### config.mk
export PLATFORM = sky130hd
export DESIGN_NAME = accumulator4_sequencer
export DESIGN_NICKNAME = d
export VERILOG_FILES = /design/src/rtl/accumulator4_pkg.sv /design/src/rtl/accumulator4_branch_unit.sv /design/src/rtl/accumulator4_sequencer.sv
export SDC_FILE = /design/constraint.sdc
export NUM_CORES = 1
export LEC_CHECK = 0
export ABC_AREA = 1
export BUFFER_PORTS_ARGS = -buffer_cell sky130_fd_sc_hd__buf_2
export CELL_PAD_IN_SITES_DETAIL_PLACEMENT = 1
export CELL_PAD_IN_SITES_GLOBAL_PLACEMENT = 1
export CORE_MARGIN = 5
export CORE_UTILIZATION = 32
export CTS_CLUSTER_DIAMETER = 200
export DETAILED_ROUTE_END_ITERATION = 8
export PLACE_DENSITY = 0.79
export SLEW_MARGIN = 25
export SYNTH_ARGS = -nofsm -noshare
export SYNTH_HDL_FRONTEND = slang
export SYNTH_SLANG_ARGS = --single-unit
### constraint.sdc
create_clock -name aclk -period 1.4 [get_ports aclk]
set_clock_uncertainty 0.05 [all_clocks]
set_input_delay 0.28 -clock aclk [delete_from_list [all_inputs] [get_ports aclk]]
set_output_delay 0.28 -clock aclk [all_outputs]
set_load 0.02 [all_outputs]
### src/rtl/accumulator4_pkg.sv
// Shared opcodes, FSM state encoding and instruction layout for the
// accumulator4 sequencer and its branch unit.
package accumulator4_pkg;

   localparam int INSTR_WIDTH = 13;

   localparam logic [4:0] OP_ADC  = 5'b10001;
   localparam logic [4:0] OP_ADD  = 5'b10010;
   localparam logic [4:0] OP_JMP  = 5'b11000;
   localparam logic [4:0] OP_JZ   = 5'b11001;
   localparam logic [4:0] OP_JC   = 5'b11010;
   localparam logic [4:0] OP_JS   = 5'b11011;
   localparam logic [4:0] OP_HALT = 5'b11111;

   typedef enum logic [2:0] {
      IDLE,
      FETCH,
      DECODE,
      EXECUTE,
      WRITEBACK,
      HALT
   } state_t;

   typedef struct packed {
      logic [4:0] opcode;
      logic [3:0] hi;
      logic [3:0] lo;
   } instr_t;

   // Lower half: every opcode whose two LSBs are non-zero goes to the datapath.
   function automatic logic is_datapath_op(input logic [4:0] op);
      return ((op[4] == 1'b0) && (op[1:0] != 2'b00)) || (op == OP_ADC) || (op == OP_ADD);
   endfunction

   function automatic logic is_add_op(input logic [4:0] op);
      return (op == OP_ADC) || (op == OP_ADD);
   endfunction

endpackage

### src/rtl/accumulator4_branch_unit.sv
// Combinational branch decision: classifies the opcode and evaluates the
// zero, carry and sign conditions against the returned accumulator.
module accumulator4_branch_unit
   import accumulator4_pkg::*;
(
   input  logic [4:0] opcode,
   input  logic [7:0] rx_accumulator,
   input  logic       carry_flag,
   output logic       take_branch,
   output logic       is_branch
);

   always_comb begin
      take_branch = 1'b0;
      is_branch   = 1'b1;
      case (opcode)
         OP_JMP:  take_branch = 1'b1;
         OP_JZ:   take_branch = (rx_accumulator == 8'h00);
         OP_JC:   take_branch = carry_flag;
         OP_JS:   take_branch = rx_accumulator[7];
         default: is_branch   = 1'b0;
      endcase
   end

endmodule

### src/rtl/accumulator4_sequencer.sv
// Fetch/decode/execute sequencer for the accumulator4 datapath: reads a
// synchronous program memory, pulses datapath enables and runs local branches.
module accumulator4_sequencer
   import accumulator4_pkg::*;
#(
   parameter int PC_WIDTH = 8,
   parameter int RESET_PC = 0
) (
   input  logic                         aclk,
   input  logic                         aresetn,
   input  logic                         rx_run,
   output logic                         tx_mem_en,
   output logic [PC_WIDTH-1:0]          tx_pc,
   input  logic [INSTR_WIDTH-1:0]       rx_instr,
   output logic                         tx_enable,
   output logic [4:0]                   tx_opcode,
   output logic [3:0]                   tx_operand_hi,
   output logic [3:0]                   tx_operand_lo,
   output logic                         tx_carry,
   input  logic [7:0]                   rx_accumulator,
   input  logic                         rx_carry,
   output logic                         tx_busy,
   output logic                         tx_halted
);

   localparam logic [PC_WIDTH-1:0] RESET_PC_VAL = PC_WIDTH'(RESET_PC);
   localparam logic [PC_WIDTH-1:0] PC_ONE       = PC_WIDTH'(1);

   state_t              state_reg, state_next;
   logic [PC_WIDTH-1:0] pc_reg, pc_next;
   instr_t              ir_reg, ir_next;
   logic                carry_reg, carry_next;
   logic                take_branch, is_branch;
   logic                is_halt, is_add;

   assign is_halt = (ir_reg.opcode == OP_HALT);
   assign is_add  = is_add_op(ir_reg.opcode);

   accumulator4_branch_unit u_branch (
      .opcode         (ir_reg.opcode),
      .rx_accumulator (rx_accumulator),
      .carry_flag     (carry_reg),
      .take_branch    (take_branch),
      .is_branch      (is_branch)
   );

   always_ff @(posedge aclk) begin
      if (!aresetn) begin
         state_reg <= IDLE;
         pc_reg    <= RESET_PC_VAL;
         ir_reg    <= '0;
         carry_reg <= 1'b0;
      end else begin
         state_reg <= state_next;
         pc_reg    <= pc_next;
         ir_reg    <= ir_next;
         carry_reg <= carry_next;
      end
   end

   always_comb begin
      state_next = state_reg;
      case (state_reg)
         IDLE:      if (rx_run) state_next = FETCH;
         FETCH:     state_next = DECODE;
         DECODE:    state_next = EXECUTE;
         EXECUTE: begin
            if (is_halt)     state_next = HALT;
            else if (is_add) state_next = WRITEBACK;
            else             state_next = rx_run ? FETCH : IDLE;
         end
         WRITEBACK: state_next = rx_run ? FETCH : IDLE;
         HALT:      if (!rx_run) state_next = IDLE;
         default:   state_next = IDLE;
      endcase
   end

   // PC, instruction register and carry flag updates.
   always_comb begin
      pc_next    = pc_reg;
      ir_next    = ir_reg;
      carry_next = carry_reg;
      case (state_reg)
         DECODE: ir_next = instr_t'(rx_instr);
         EXECUTE: begin
            if (!is_halt) begin
               if (is_branch && take_branch) pc_next = ir_reg[PC_WIDTH-1:0];
               else                          pc_next = pc_reg + PC_ONE;
            end
         end
         WRITEBACK: carry_next = rx_carry;
         HALT:      if (!rx_run) pc_next = RESET_PC_VAL;
         default:   ;
      endcase
   end

   always_comb begin
      tx_mem_en = 1'b0;
      tx_enable = 1'b0;
      tx_busy   = 1'b0;
      tx_halted = 1'b0;
      case (state_reg)
         FETCH: begin
            tx_mem_en = 1'b1;
            tx_busy   = 1'b1;
         end
         DECODE:    tx_busy = 1'b1;
         EXECUTE: begin
            tx_busy   = 1'b1;
            tx_enable = is_datapath_op(ir_reg.opcode);
         end
         WRITEBACK: tx_busy   = 1'b1;
         HALT:      tx_halted = 1'b1;
         default:   ;
      endcase
   end

   assign tx_pc         = pc_reg;
   assign tx_opcode     = ir_reg.opcode;
   assign tx_operand_hi = ir_reg.hi;
   assign tx_operand_lo = ir_reg.lo;
   assign tx_carry      = carry_reg;

endmodule

# Word-level counts from Yosys, hierarchy flattened
# Index checks and enable logic that the tools add are counted.
totals:
  ff_bits: 25
  inputBits: 25
  output_inout_bits: 26
  elab_cells: 52
classes:
  add_sub_neg: 1
  n_eq_ne: 15
  n_mux: 16
  bitwise_logic: 1
  n_reduce_logical: 13
ops:
  columns: ["operator", "count"]
  rows:
  - ["$eq A5 B5 Y1 const B", 7]
  - ["$mux W8", 3]
  - ["$pmux W3 S6", 1]
  - ["$pmux W8 S2", 1]
  - ["$mux W3", 4]
  - ["$add A8 B1 Y8 const B", 1]
  - ["$logic_not A8 Y1", 1]
  - ["$reduce_or A4 Y1", 2]
  - ["$eq A3 B2 Y1 const B", 2]
  - ["$eq A3 B3 Y1 const B", 2]
  - ["$mux W1", 6]
  - ["$ne A2 B2 Y1 const B", 3]
  - ["$pmux W1 S4", 1]
  - ["$reduce_bool A2 Y1", 2]
  - ["$eq A3 B1 Y1 const B", 1]
  - ["$logic_not A3 Y1", 1]
  - ["$logic_or A1 B1 Y1", 3]
  - ["$reduce_and A3 Y1", 1]
  - ["$logic_and A1 B1 Y1", 2]
  - ["$reduce_and A2 Y1", 1]
  - ["$not A1 Y1", 1]

# Logic depth before layout (Yosys ltp)
depth:
  ltp_word: 7
  mapped_depth: 10
  ltp_nobuf: 10

# Cells and area by module
# Synthesis repeated with hierarchy kept, for this count alone.
hier_totals:
  cells_unflattened: 222
  area_unflattened_um2: 1411.4
modules_own_cells:
  columns: ["mod", "n_inst", "cells_per_inst", "area_each_um2", "seq_area_each_um2"]
  rows:
  - ["accumulator4_sequencer", 1, 197, 1303.8, 500.5]
  - ["accumulator4_branch_unit", 1, 25, 107.6, 0.0]

# Worst setup path before layout
# Ideal clock, no wire load.
synth_path:
  path_kind: "register to output"
  from: "register state_reg[0]"
  to: "output port tx_busy"
  arrival_time_ns: 1.290
  required_time_ns: 1.070
  setup_slack_ns: -0.220
  stages_incl_launch_ff: 7
  n_path_buf: 0
  path_cell_list: "dfxtp_1 > inv_1 > nor3_1 > inv_1 > nand2_1 > inv_1 > nand3_1"
synth_between:
  elab_chain_len: 3
  word_cells_on_any_way: 6
  classes_between: "4 x eq/ne; 1 x mux; 1 x reduce/logical"
synth_lines:
  columns: ["element", "line", "text"]
  rows:
  - ["start: declaration", "accumulator4_sequencer.sv:29", "state_t state_reg, state_next;"]
  - ["start signal: assignment", "accumulator4_sequencer.sv:54", "state_reg <= state_next;"]
  - ["$eq A3 B2 Y1, or another cell as far along", "accumulator4_sequencer.sv:102", "case (state_reg)"]
  - ["$reduce_or A4 Y1 (no source line) (*)", null, null]
  - ["$mux W1 (*)", "accumulator4_sequencer.sv:102", null]
  - ["end: declaration", "accumulator4_sequencer.sv:22", "output logic tx_busy,"]
# Every way passes the cells marked *; elsewhere a longest branch is shown, timed or not.

# Worst setup path after layout
layout_path:
  from: "register state_reg[1]"
  to: "output port tx_busy"
# The elaborated chain is that of the path after synthesis.

==> flow_summary.json <==
{
  "status": "finished, violations left",
  "violations": "setup timing",
  "hold_end": "tx_opcode[4]",
  "ys_async_sr_fraction": 0,
  "layout_commonest_cell": "buf_2",
  "whs_path_depth": 3,
  "min_period_ns": 1.59,
  "p_per_area_nw_per_um2": 973,
  "die_y_microns": 74.8,
  "vias": 1582,
  "grt_pass1_wl_microns": 7250,
  "syn_area_sq_um": 1340,
  "root_buffer": "clkbuf_8",
  "std_cell_rows": 23,
  "fin_crit_sh": 1.13,
  "cp-end-kind": "output pin",
  "worst-setup-path-type": "register to output pin",
  "clock.fmax_ghz": 0.630,
  "hold_viol": 0,
  "rr_endpoint": "tx_pc[3]",
  "crit_arrival_ns": 1.26,
  "r2r-start": "tx_opcode[1]",
  "leakagePower_nw": 0.992,
  "cp-start-kind": "register",
  "post-route-util": 0.522,
  "drc": 0,
  "core_sq_um": 4030,
  "gp_congestion": 0.744,
  "start_util": 0.334,
  "fillCellCount": 530,
  "grt_max_degree": 28,
  "synth_cell_types": 23,
  "avgSynthCellArea_sq_um": 6.59,
  "ioPinCount": 51,
  "htree_levels": 1,
  "grt_util_all_layers": 0.166,
  "diodes": 0,
  "syn_nets": 230,
  "wl_per_cell_microns": 13.7,
  "startpoint": "state_reg[1]",
  "cts_tree": "built",
  "worstMarginPinSlew_ns": 0.474,
  "post-route-cell-area_sq_um": 2100,
  "cts_buffers": 3,
  "synth_top_flop_cell": "dfxtp_1",
  "syn2layout_area_growth_pct": 56.5,
  "nets": 307,
  "portBuffers": 50,
  "ir_worst_vdd_mv": 0.431,
  "clk_pin_slew_ns": 0.10,
  "timing.slew.headroom": 0.684,
  "synth_edf_count": 0,
  "rsz0062_at_grt": "true",
  "r2r_cells": 9,
  "grt_pass1_vias": 1605,
  "synth-seq-cells": 25,
  "drt_wl_total_microns": 4520,
  "maxCapViolations": 0,
  "setup_violations": 13,
  "clk_path_buf_depth": 2,
  "setup_ws_ns": -0.187,
  "cp_max_fo": 4,
  "dp_hpwl_microns": 3070,
  "dieWidth_microns": 74.8,
  "antenna_found_initial": 0,
  "dieArea_sq_um": 5600,
  "yosys_warnings": 0,
  "hold_path_class": "input pin to register",
  "layout_common_cells": "buf_2, inv_1, nand2_1",
  "drtPass1Iterations": 4,
  "postRouteAntennaNets": 0,
  "hold_start": "rx_instr[12]",
  "via_per_inst": 4.79,
  "cp.required_ns": 1.07,
  "cts.sinks": 25,
  "r2r_slack_ns": -0.11,
  "largest_reg_flops": 8,
  "final.setup.tns_ns": -1.14,
  "drive_gt1_frac": 0.479,
  "place_area_sq_um": 1770,
  "syn_inst": 204,
  "slew_violations": 0,
  "drt_iter0_drc": 47,
  "grt-ovfl-total": 0,
  "clk_latency_ns": 0.28,
  "ys_seq_area_frac": 0.372
}
## routing by layer
layer	part of all wire	up-vias	track usage
met2	0.52	34	0.295
met3	0.031	9	0.0227
li1	-	812	-
met5	0	-	0
met1	0.43	727	0.211
met4	0.014	0	0.0415
## area by class of cell
| class | count | area (sq um) | share of cell area |
|---|---|---|---|
| clock buffer | 3 | 41.3 | 0.0196 |
| clock inverter | 1 | 5.00 | 0.00238 |
| inverter | 38 | 158 | 0.0750 |
| multi-input combinational | 138 | 828 | 0.394 |
| sequential | 25 | 522 | 0.248 |
| tap | 50 | 62.6 | 0.0297 |
| timing repair buffer | 75 | 487 | 0.231 |
## kinds of logic (layout without fill, tap and decap cells)
group                      count (synthesis)  after routing  synth area share
xor gates and xnor gates                   3              3            0.0196
buffers and inverters                     42            117             0.120
AOI/OAI and AO/OA                         45             45             0.177
DFF                                       25             25             0.372
and+or+nand+nor                           88             89             0.302
adders and majority gates                  1              1           0.00931
## worst max-delay path, cell delays in order, from the launching register on
cell     delay, ns
dfxtp_2       0.34
buf_6         0.12
nor3_4        0.17
inv_1         0.06
nand2_1       0.07
inv_2         0.05
nand3_2       0.06
buf_6         0.11
## per-stage QoR
stage	hold WS (ns)	worst slack, ns	total power [W]	cells
after floorplan	0.359	0.0145	0.00120	204
after global placement	0.411	0.0329	0.00142	312
after detailed placement	0.427	0.00240	0.00143	312
after CTS	0.228	-0.184	0.00199	327
after global routing	0.241	-0.255	0.00216	330
final	0.221	-0.187	0.00205	330
## synth_stat cells (all sizes together), types with 2 or more instances
master   n  area (sq um)
dfxtp   25           500
o21ai   17          96.4
a21oi   27           135
inv     37           139
nand2   44           175
nand3   23           115
nor3     3          20.0
nand4    3          33.8
buf      2          10.0
clkbuf   2          7.51
xnor2    2          17.5
nor2    14          55.1
## power breakdown
group          switching (W)  total [W]  leakage, nW  internal [W]
logic               0.000433   0.000749        0.758      0.000316
clock network       0.000251   0.000451       0.0255      0.000200
registers          0.0000604   0.000846        0.208      0.000786
## timing repair
action                     4_1_cts  5_1_grt
hold buffers                     0        0
pin swaps                       14       11
gates cloned                     1        0
resized for setup               39       27
setup buffers                   10        4
setup endpoints to repair        6       14
## worst max-delay path by stage
stage | end | slack (ns) | cells past startpoint
final | tx_busy | -0.19 | 7
after global routing | tx_busy | -0.25 | 8
after CTS | tx_busy | -0.18 | 8
after detailed placement | tx_pc[3] | 0.002 | 8
after global placement | tx_enable | 0.03 | 5
after floorplan | tx_enable | 0.01 | 4
Note: power is estimated with default switching activity, not from simulation.
